===== src/rtl/voice_pkg.sv =====
// rtl/voice_pkg.sv - shared types and period elaboration helpers for the voice allocator
package voice_pkg;

  // Allocator FSM states
  typedef enum logic [1:0] {
    ST_IDLE   = 2'd0,
    ST_DIV    = 2'd1,
    ST_LOOKUP = 2'd2,
    ST_ISSUE  = 2'd3
  } state_t;

  // Octave -1 semitone frequencies in mHz, carried with three extra fractional
  // digits (value / 1000 = mHz) so the rounded half periods land exactly.
  localparam longint unsigned F0_MHZ_X1000_0  = 64'd8175799;
  localparam longint unsigned F0_MHZ_X1000_1  = 64'd8661957;
  localparam longint unsigned F0_MHZ_X1000_2  = 64'd9177024;
  localparam longint unsigned F0_MHZ_X1000_3  = 64'd9722718;
  localparam longint unsigned F0_MHZ_X1000_4  = 64'd10300861;
  localparam longint unsigned F0_MHZ_X1000_5  = 64'd10913382;
  localparam longint unsigned F0_MHZ_X1000_6  = 64'd11562326;
  localparam longint unsigned F0_MHZ_X1000_7  = 64'd12249857;
  localparam longint unsigned F0_MHZ_X1000_8  = 64'd12978272;
  localparam longint unsigned F0_MHZ_X1000_9  = 64'd13750000;
  localparam longint unsigned F0_MHZ_X1000_10 = 64'd14567618;
  localparam longint unsigned F0_MHZ_X1000_11 = 64'd15433853;

  function automatic longint unsigned semitone_f0(input int s);
    case (s)
      0:       return F0_MHZ_X1000_0;
      1:       return F0_MHZ_X1000_1;
      2:       return F0_MHZ_X1000_2;
      3:       return F0_MHZ_X1000_3;
      4:       return F0_MHZ_X1000_4;
      5:       return F0_MHZ_X1000_5;
      6:       return F0_MHZ_X1000_6;
      7:       return F0_MHZ_X1000_7;
      8:       return F0_MHZ_X1000_8;
      9:       return F0_MHZ_X1000_9;
      10:      return F0_MHZ_X1000_10;
      default: return F0_MHZ_X1000_11;
    endcase
  endfunction

  // round(clk_hz / (2 * f0[s])) with f0 held in micro-hertz units
  function automatic longint unsigned half_period(input longint unsigned clk_hz, input int s);
    longint unsigned f;
    f = semitone_f0(s);
    return (clk_hz * 64'd1000000 + f) / (64'd2 * f);
  endfunction

endpackage


===== src/rtl/note_period_rom.sv =====
// rtl/note_period_rom.sv - semitone half-period ROM with truncating octave shift
module note_period_rom
  import voice_pkg::*;
#(
  parameter longint unsigned CLK_HZ = 64'd12_000_000,
  parameter int              CNT_W  = 20
) (
  input  logic [3:0]       rem,
  input  logic [3:0]       oct,
  output logic [CNT_W-1:0] period
);

  localparam longint unsigned BASE [12] = '{
    half_period(CLK_HZ, 0), half_period(CLK_HZ, 1), half_period(CLK_HZ, 2),
    half_period(CLK_HZ, 3), half_period(CLK_HZ, 4), half_period(CLK_HZ, 5),
    half_period(CLK_HZ, 6), half_period(CLK_HZ, 7), half_period(CLK_HZ, 8),
    half_period(CLK_HZ, 9), half_period(CLK_HZ, 10), half_period(CLK_HZ, 11)
  };

  // The lowest semitone has the longest period; if it fits, every entry fits.
  if (BASE[0] >= (64'd1 << CNT_W)) begin : g_base_too_wide
    $error("note_period_rom: BASE[0] does not fit in CNT_W bits");
  end

  logic [63:0] base_sel;

  // Select the semitone base and shift it down by the octave count
  always_comb begin
    base_sel = 64'd0;
    if (rem < 4'd12) begin
      base_sel = BASE[rem];
    end
    period = CNT_W'(base_sel >> oct);
  end

endmodule


===== src/rtl/voice_alloc.sv =====
// rtl/voice_alloc.sv - note event to oscillator channel allocator
module voice_alloc
  import voice_pkg::*;
#(
  parameter int              N_CH   = 4,
  parameter longint unsigned CLK_HZ = 64'd12_000_000,
  parameter int              CNT_W  = 20
) (
  input  logic             clk_i,
  input  logic             nrst_i,
  input  logic             noteOnStrb_i,
  input  logic             noteOffStrb_i,
  input  logic [7:0]       note_i,
  output logic             ready_o,
  input  logic [N_CH-1:0]  oscActive_i,
  output logic [N_CH-1:0]  oscNoteOnStrb_o,
  output logic [N_CH-1:0]  oscNoteOffStrb_o,
  output logic [7:0]       oscNote_o,
  output logic [CNT_W-1:0] oscHalfCntPeriod_o
);

  localparam int CH_W = (N_CH > 1) ? $clog2(N_CH) : 1;

  if (N_CH < 1 || N_CH > 16) begin : g_bad_n_ch
    $error("voice_alloc: N_CH must be within 1..16");
  end

  state_t          state;
  logic [6:0]      rem;
  logic [3:0]      oct;
  logic [6:0]      note_q;
  logic [N_CH-1:0] owner_valid;
  logic [6:0]      owner_note [N_CH];
  logic [CH_W-1:0] steal_ptr;

  logic            off_hit;
  logic [CH_W-1:0] off_ch;
  logic            ret_hit, free_hit, rel_hit;
  logic [CH_W-1:0] ret_ch, free_ch, rel_ch;
  logic [CH_W-1:0] ch_sel;
  logic            steal;
  logic [CH_W-1:0] steal_next;
  logic [CNT_W-1:0] rom_period;

  function automatic logic [N_CH-1:0] ch_onehot(input logic [CH_W-1:0] ch);
    return N_CH'(1) << ch;
  endfunction

  note_period_rom #(
    .CLK_HZ (CLK_HZ),
    .CNT_W  (CNT_W)
  ) u_rom (
    .rem    (rem[3:0]),
    .oct    (oct),
    .period (rom_period)
  );

  // Find the channel that owns the incoming note-off (lowest index wins)
  always_comb begin
    off_hit = 1'b0;
    off_ch  = '0;
    for (int i = N_CH - 1; i >= 0; i--) begin
      if (owner_valid[i] && owner_note[i] == note_i[6:0]) begin
        off_hit = 1'b1;
        off_ch  = CH_W'(i);
      end
    end
  end

  // Candidate channels for the latched note-on: retrigger, idle, releasing
  always_comb begin
    ret_hit  = 1'b0;
    ret_ch   = '0;
    free_hit = 1'b0;
    free_ch  = '0;
    rel_hit  = 1'b0;
    rel_ch   = '0;
    for (int i = N_CH - 1; i >= 0; i--) begin
      if (owner_valid[i] && owner_note[i] == note_q) begin
        ret_hit = 1'b1;
        ret_ch  = CH_W'(i);
      end
      if (!owner_valid[i] && !oscActive_i[i]) begin
        free_hit = 1'b1;
        free_ch  = CH_W'(i);
      end
      if (!owner_valid[i]) begin
        rel_hit = 1'b1;
        rel_ch  = CH_W'(i);
      end
    end
  end

  // Priority pick of the channel; stealing only when every channel is owned
  always_comb begin
    steal      = 1'b0;
    ch_sel     = steal_ptr;
    steal_next = (steal_ptr == CH_W'(N_CH - 1)) ? '0 : steal_ptr + CH_W'(1);
    if (ret_hit) begin
      ch_sel = ret_ch;
    end else if (free_hit) begin
      ch_sel = free_ch;
    end else if (rel_hit) begin
      ch_sel = rel_ch;
    end else begin
      steal = 1'b1;
    end
  end

  // Allocator FSM: accept, divide note into octave/semitone, look up, issue
  always_ff @(posedge clk_i) begin
    if (!nrst_i) begin
      state              <= ST_IDLE;
      ready_o            <= 1'b1;
      rem                <= '0;
      oct                <= '0;
      note_q             <= '0;
      owner_valid        <= '0;
      steal_ptr          <= '0;
      oscNoteOnStrb_o    <= '0;
      oscNoteOffStrb_o   <= '0;
      oscNote_o          <= '0;
      oscHalfCntPeriod_o <= '0;
      for (int i = 0; i < N_CH; i++) begin
        owner_note[i] <= '0;
      end
    end else begin
      oscNoteOnStrb_o  <= '0;
      oscNoteOffStrb_o <= '0;
      case (state)
        ST_IDLE: begin
          if (!note_i[7]) begin
            if (noteOffStrb_i) begin
              if (off_hit) begin
                oscNoteOffStrb_o    <= ch_onehot(off_ch);
                owner_valid[off_ch] <= 1'b0;
                ready_o             <= 1'b0;
                state               <= ST_ISSUE;
              end
            end else if (noteOnStrb_i) begin
              rem     <= note_i[6:0];
              oct     <= '0;
              note_q  <= note_i[6:0];
              ready_o <= 1'b0;
              state   <= ST_DIV;
            end
          end
        end
        ST_DIV: begin
          if (rem >= 7'd12) begin
            rem <= rem - 7'd12;
            oct <= oct + 4'd1;
          end else begin
            state <= ST_LOOKUP;
          end
        end
        ST_LOOKUP: begin
          oscNote_o           <= {1'b0, note_q};
          oscHalfCntPeriod_o  <= rom_period;
          oscNoteOnStrb_o     <= ch_onehot(ch_sel);
          owner_valid[ch_sel] <= 1'b1;
          owner_note[ch_sel]  <= note_q;
          if (steal) begin
            steal_ptr <= steal_next;
          end
          state <= ST_ISSUE;
        end
        ST_ISSUE: begin
          ready_o <= 1'b1;
          state   <= ST_IDLE;
        end
        default: begin
          ready_o <= 1'b1;
          state   <= ST_IDLE;
        end
      endcase
    end
  end

endmodule


===== config.mk =====
export PLATFORM = sky130hd
export DESIGN_NAME = voice_alloc
export DESIGN_NICKNAME = d
export VERILOG_FILES = /design/src/rtl/voice_pkg.sv /design/src/rtl/note_period_rom.sv /design/src/rtl/voice_alloc.sv
export SDC_FILE = /design/constraint.sdc
export NUM_CORES = 1
export LEC_CHECK = 0
export ABC_AREA = 1
export BUFFER_PORTS_ARGS = -buffer_cell sky130_fd_sc_hd__buf_2
export CAP_MARGIN = 20
export CORE_AREA = 2 2 101 103
export DETAILED_ROUTE_END_ITERATION = 10
export DIE_AREA = 0 0 103 105
export PLACE_DENSITY = 0.85
export SYNTH_ARGS = -nofsm -noshare
export SYNTH_HDL_FRONTEND = slang
export SYNTH_SLANG_ARGS = --single-unit

===== constraint.sdc =====
create_clock -name clk_i -period 2.9 [get_ports clk_i]
set_input_delay 0.145 -clock clk_i [delete_from_list [all_inputs] [get_ports clk_i]]
set_output_delay 0.145 -clock clk_i [all_outputs]
set_load 0.1 [all_outputs]

# Word-level counts from Yosys, hierarchy flattened
# Memories as Yosys holds them, arrays and structs flattened.
# Index checks and enable logic that the tools add are counted.
[word_totals]
rom_bits = 1024
word_cells = 169
ff_bits = 62
memories = 2
ram_bits = 28
inputBits = 16
[op_classes]
bitwise = 9
reduce_logical = 35
n_addsub = 3
n_shift = 3
magnitude_cmp = 7
n_mux = 78
eq_ne = 21
[memory_table]
columns = ["name", "words", "width", "rd", "rd_clocked_by_memory_dff", "write_ports", "line_no", "text"]
rows = [
  ["(name not given)", 16, 64, 1, 0, 0, "note_period_rom.sv:31", "base_sel = BASE[rem];"],
  ["owner_note", 4, 7, 4, 0, 4, "voice_alloc.sv:33", "logic [6:0] owner_note [N_CH];"],
]
[op_table]
columns = ["operator", "n"]
rows = [
  ["$mux 64", 3],
  ["$shr 64x4->20", 1],
  ["$eq 7x7->1", 8],
  ["$mux 2", 26],
  ["$mux 7", 5],
  ["$mux 1", 30],
  ["$mux 4", 7],
  ["$pmux 4 s2", 2],
  ["$reduce_and 4->1", 4],
  ["$logic_and 1x1->1", 14],
  ["$ne 2x2->1 const B", 7],
  ["$pmux 7 s2", 1],
  ["$logic_not 1->1", 8],
  ["$pmux 2 s4", 1],
  ["$shl 1x2->4 const A", 2],
  ["$ge 7x4->1 const B", 1],
  ["$reduce_or 7->1", 1],
  ["$sub 7x4->7 const B", 1],
  ["$eq 2x2->1 const B", 3],
  ["$lt 2x3->1 const B", 2],
  ["$ne 3x3->1 const B", 2],
  ["$reduce_bool 2->1", 3],
  ["$ge 5x5->1 const B", 1],
  ["$not 1->1", 5],
  ["15 further kinds", 18],
]

# Logic depth before layout (Yosys ltp)
# An unclocked memory read counts as a cell.
[logic_depth]
depth_word = 17
depth_mapped = 15
mapped_depth_nobuf = 15

# Hierarchy
# From an unflattened synthesis, not the netlist that was laid out.
[unflattened]
hier_cells = 927
area_unflattened_um2 = 5975.7
[by_module_without_submodules]
columns = ["module", "n_inst", "cells_per_inst", "area_each_um2"]
rows = [
  ["voice_alloc", 1, 665, 4679.5],
  ["note_period_rom", 1, 262, 1296.2],
]

# Least setup slack after synthesis
# No wires, ideal clock.
[synth_timing]
path_type = "flip-flop to flip-flop"
from = "reg note_q[4]"
to = "mem owner_note[3][0], enable pin"
path_buffers = 1
t_required_ns = 2.519
setup_time_ns = 0.381
arrival_ns = 1.679
setup_slack_ns = 0.840
stages_incl_launch_ff = 13
cell_sequence = "dfxtp_1 clkbuf_2 inv_1 nand2_1 nand2_1 nand2_1 nor2_1 nand2_1 nand2_2 nand2_4 inv_1 nand3_1 o21ai_0"
[synth_rtl]
columns = ["element", "line_no", "text"]
rows = [
  ["from (decl)", "voice_alloc.sv:31", "logic [6:0] note_q;"],
  ["from (signal assigned)", "voice_alloc.sv:143", "note_q <= note_i[6:0];"],
  ["to (decl)", "voice_alloc.sv:33", ""],
]

# Worst setup path in the final report
[layout_timing]
from = "reg rem[3]"
to = "reg oscHalfCntPeriod_o[2]"
[layout_via]
elab_chain_cells = 6
elab_cells_between_ends = 7
[layout_rtl]
columns = ["element", "line_no", "text"]
rows = [
  ["from (decl)", "voice_alloc.sv:29", "logic [6:0] rem;"],
  ["from (signal assigned)", "voice_alloc.sv:141", "rem <= note_i[6:0];"],
  ["from (signal assigned)", "voice_alloc.sv:151", "rem <= rem - 7'd12;"],
  ["$not 4->5 (implied by the code)", "note_period_rom.sv:31", ""],
  ["$mem_v2 16x64", "--", ""],
  ["$mux 64 (implied by the code) (2 in a row)", "note_period_rom.sv:31", ""],
  ["$mux 64 (*)", "note_period_rom.sv:30", "if (rem < 4'd12) begin"],
  ["$shr 64x4->20 (*)", "note_period_rom.sv:33", "period = CNT_W'(base_sel >> oct);"],
  ["to (signal assigned)", "voice_alloc.sv:159", "oscHalfCntPeriod_o <= rom_period;"],
  ["to (decl)", "voice_alloc.sv:19", "output logic [CNT_W-1:0] oscHalfCntPeriod_o"],
]
# Mark *: on every way between the ends. The rest lies on a longest branch, timed or not. The select of a mux whose other input is x is not followed.
# A chain may end at the register's enable or synchronous reset.

==> Implementation_results.wiki <==
{| class="wikitable"
! Metric !! Value
|-
| Mean post-synth cell area || 6.42 µm²
|-
| Netlist area before placement || 5760 µm²
|-
| Count of different cell masters after synthesis || 43
|-
| Number of detailed-route iterations in the first pass || 5
|-
| Non-filler cells in the finished layout || 1079
|-
| Number of buffers on the longest clock path || 2
|-
| Cell type with the largest total area after synthesis || dfxtp_1
|-
| Startpoint of the tightest hold check path || nrst_i
|-
| CP Capture Type || register
|-
| Number of enable-type register cells in the synthesized netlist || 28
|-
| Global-route wire length before repair || 25200 µm
|-
| Share of total power in combinational logic || 42.6%
|-
| Clock tree from TritonCTS || done
|-
| Sequential share of the synthesized area || 36.2%
|-
| Reg-to-reg critical path startpoint || rem[3]
|-
| Synthesis warning total || 0
|-
| Data arrival time of the critical path || 2560 ps
|-
| Timing startpoint of the critical path || rem[3]
|-
| H-tree Lvls || 3
|-
| Setup repair after global routing missed its margin || no
|-
| Post-synthesis async set-or-reset flop share || 0%
|-
| Setup slack on the worst flop-to-flop path || 590 ps
|-
| Static power due to leakage || 3.09 nW
|-
| Utilization of the core after routing || 65.4%
|-
| Number of max-cap violations || 0
|-
| Width of the die || 103 µm
|-
| Post-route DRC || 0
|-
| Sequential fraction of design power || 36.9%
|-
| Final setup violation count || 0
|-
| Share of final-layout standard cells stronger than drive strength 1 || 12.8%
|-
| GRT Util Overall || 29.1%
|-
| Area of the core || 9640 µm²
|-
| Die outline height || 105 µm
|-
| Data required time of the worst path || 3160 ps
|-
| Most common library cells after synthesis || nand2_1 (318), nor2_1 (112), inv_1 (87)
|-
| CTS Buf Count || 9
|-
| Worst vdd rail ir drop || 0.000667 V
|-
| Overall routed net length || 15200 µm
|-
| Worst Setup Path Type || reg -> reg
|-
| Final period util || 79.5%
|-
| Max Freq || 434 MHz
|-
| Initial antenna violation count || 0
|-
| Hold buffer count at CTS || 0
|-
| Final hold viol count || 0
|-
| Yosys top cell area share || 21.6%
|-
| Switching part of the total power || 47.0%
|-
| Placed wire-length estimate || 11400 µm
|-
| Number of standard cells after synthesis || 897
|-
| Area growth syn-to-layout || 9.54%
|-
| Internal power || 2.21 mW
|-
| # Post-CTS Setup Buffers || 0
|-
| Later-pin clock latency in the skew report || 370 ps
|-
| Launching element type of the critical path || register
|-
| Overall die area || 10800 µm²
|-
| Vias per std cell || 5.43
|-
| Final GP Congestion || 0.967
|-
| IO buf count || 51
|-
| Cell with the most instances after synthesis || nand2_1
|-
| Psw || 1.96 mW
|-
| Worst Hold Depth || 3
|-
| Slew at the pin closest to its max-slew limit || 570 ps
|-
| Count of fill cells added during filler insertion || 932
|-
| Reg-to-Reg End || oscHalfCntPeriod_o[2]
|-
| Pin count of the biggest net entering global routing || 28
|-
| Post-synth net total || 927
|-
| Slew margin rel. || 61.9%
|-
| Flip-flop and latch count after synthesis || 90
|-
| Number of clock sinks || 90
|-
| Worst hold margin || 107 ps
|-
| Buffer cell driving the clock tree root || clkbuf_8
|-
| Final critical-path required period || 2310 ps
|-
| Num rows || 36
|-
| Worst clock skew on the final layout || 15.9 ps
|-
| Relative contribution of the clock network to total power || 20.5%
|-
| Clock-pin slew of the registers on the worst-case setup and hold paths || 100 ps
|-
| Outcome || finished, final reports clean
|-
| Depth of the most critical reg-to-reg path || 9
|-
| Starting density of the core || 59.7%
|-
| Number of DRC markers in iteration 0 || 590
|-
| Hold Path End || note_q[3]
|-
| Pins Over Slew Limit || 0
|-
| Worst hold-check path type || in -> reg
|-
| Number of nets in the final layout || 971
|-
| Antenna Cells || 0
|-
| Dominant cells by area after synthesis || dfxtp_1 (22%), nand2_1 (21%), edfxtp_1 (15%)
|-
| Flip-flop cell with the highest count after synthesis || dfxtp_1
|-
| Cell count after placement || 1063
|-
| Total power density per cell area || 660 nW/µm²
|-
| Boundary pin count || 53
|-
| Routed vias || 5864
|-
| Resize count post-CTS || 0
|-
| Number of global-route vias before repair || 5304
|-
| CP max FO || 16
|-
| Detail-routed net length per standard cell || 14.1 µm
|-
| Fin Setup TNS || 0 ps
|-
| Detail Route Antenna Nets || 0
|-
| Residual overflow from global routing || 0
|}
-- cells in the final DEF, fill, tap and decap left out, types with 7 or more instances in the layout --
| cell | instances |
|---|---|
| clkbuf_8 | 9 |
| nor2_1 | 112 |
| inv_1 | 87 |
| nand3_1 | 74 |
| buf_2 | 51 |
| nand2_1 | 318 |
| o21ai_0 | 48 |
| nor2_2 | 11 |
| buf_4 | 10 |
| edfxtp_1 | 28 |
| dfxtp_1 | 62 |
| o211ai_1 | 7 |
| inv_2 | 15 |
| a21oi_1 | 26 |
| ha_1 | 14 |
| nand4_1 | 12 |
-- cell type report --
| cell class | count | area (µm²) | area share (%) |
|---|---|---|---|
| tap | 133 | 166 | 2.64 |
| sequential | 90 | 2080 | 33.0 |
| inverter | 104 | 390 | 6.19 |
| timing repair buffer | 61 | 330 | 5.24 |
| multi-input combinational | 675 | 3150 | 49.9 |
| clock inverter | 7 | 68.8 | 1.09 |
| clock buffer | 9 | 124 | 1.96 |
-- flip-flops by register name, indices dropped and copies added, names as in the netlist, 7 cells and up --
| signal | count |
|---|---|
| note_q | 7 |
| oscNote_o | 7 |
| owner_note | 28 |
| oscHalfCntPeriod_o | 20 |
| rem | 7 |
-- per-stage QoR --
| step | area, µm² | setup WS, ps | total power [mW] |
|---|---|---|---|
| after global routing | 6310 | 355 | 4.42 |
| after global placement | 6120 | 706 | 3.27 |
| after detailed placement | 6120 | 663 | 3.30 |
| after floorplan | 5760 | 840 | 2.94 |
| after CTS | 6310 | 627 | 4.14 |
| final | 6310 | 595 | 4.16 |
-- power by group through the flow --
stage	registers, mW	clock network (mW)	logic, mW
final	1.54	0.855	1.77
after global routing	1.55	0.912	1.96
after CTS	1.53	0.862	1.75
after detailed placement	1.56	0	1.74
after global placement	1.56	0	1.71
after floorplan	1.90	0	1.04
-- how the worst max path moves through the flow --
stage | cells past startpoint | slack (ps) | endpoint
after floorplan | 12 | 840 | owner_note[3][0]
after global placement | 9 | 710 | oscHalfCntPeriod_o[2]
after detailed placement | 9 | 660 | oscHalfCntPeriod_o[2]
after CTS | 9 | 630 | oscHalfCntPeriod_o[2]
after global routing | 8 | 360 | oscHalfCntPeriod_o[8]
final | 9 | 590 | oscHalfCntPeriod_o[2]
-- critical path: stages, from the launching register on --
cell and delay [ps]:
dfxtp_1 620, ha_1 360, inv_1 240, nand3_1 190, o21ai_0 130, or2_2 310, nand3_1 90, nand3_1 90
nand3_1 100, nand2_1 50
-- routing by layer --
layer | global-route usage (%) | vias to the layer above | wire [µm]
li1 | - | 2933 | -
met1 | 43.0 | 2629 | 6960
met2 | 41.3 | 266 | 6350
met3 | 6.35 | 36 | 1450
met4 | 10.9 | 0 | 401
met5 | 0 | - | 0
-- logic make-up (layout without fill, tap and decap cells) --
family	count (synthesis)	after routing	synth area share, %
XOR/XNOR	8	8	1.22
AO/OA/AOI/OAI	102	102	9.93
other	1	1	0.0651
buffers and inverters	132	181	9.21
adder cells (fa/ha/maj)	14	14	3.04
AND/OR/NAND/NOR	550	550	40.4
flip-flops	90	90	36.2
(Power assumes the default switching activity.)
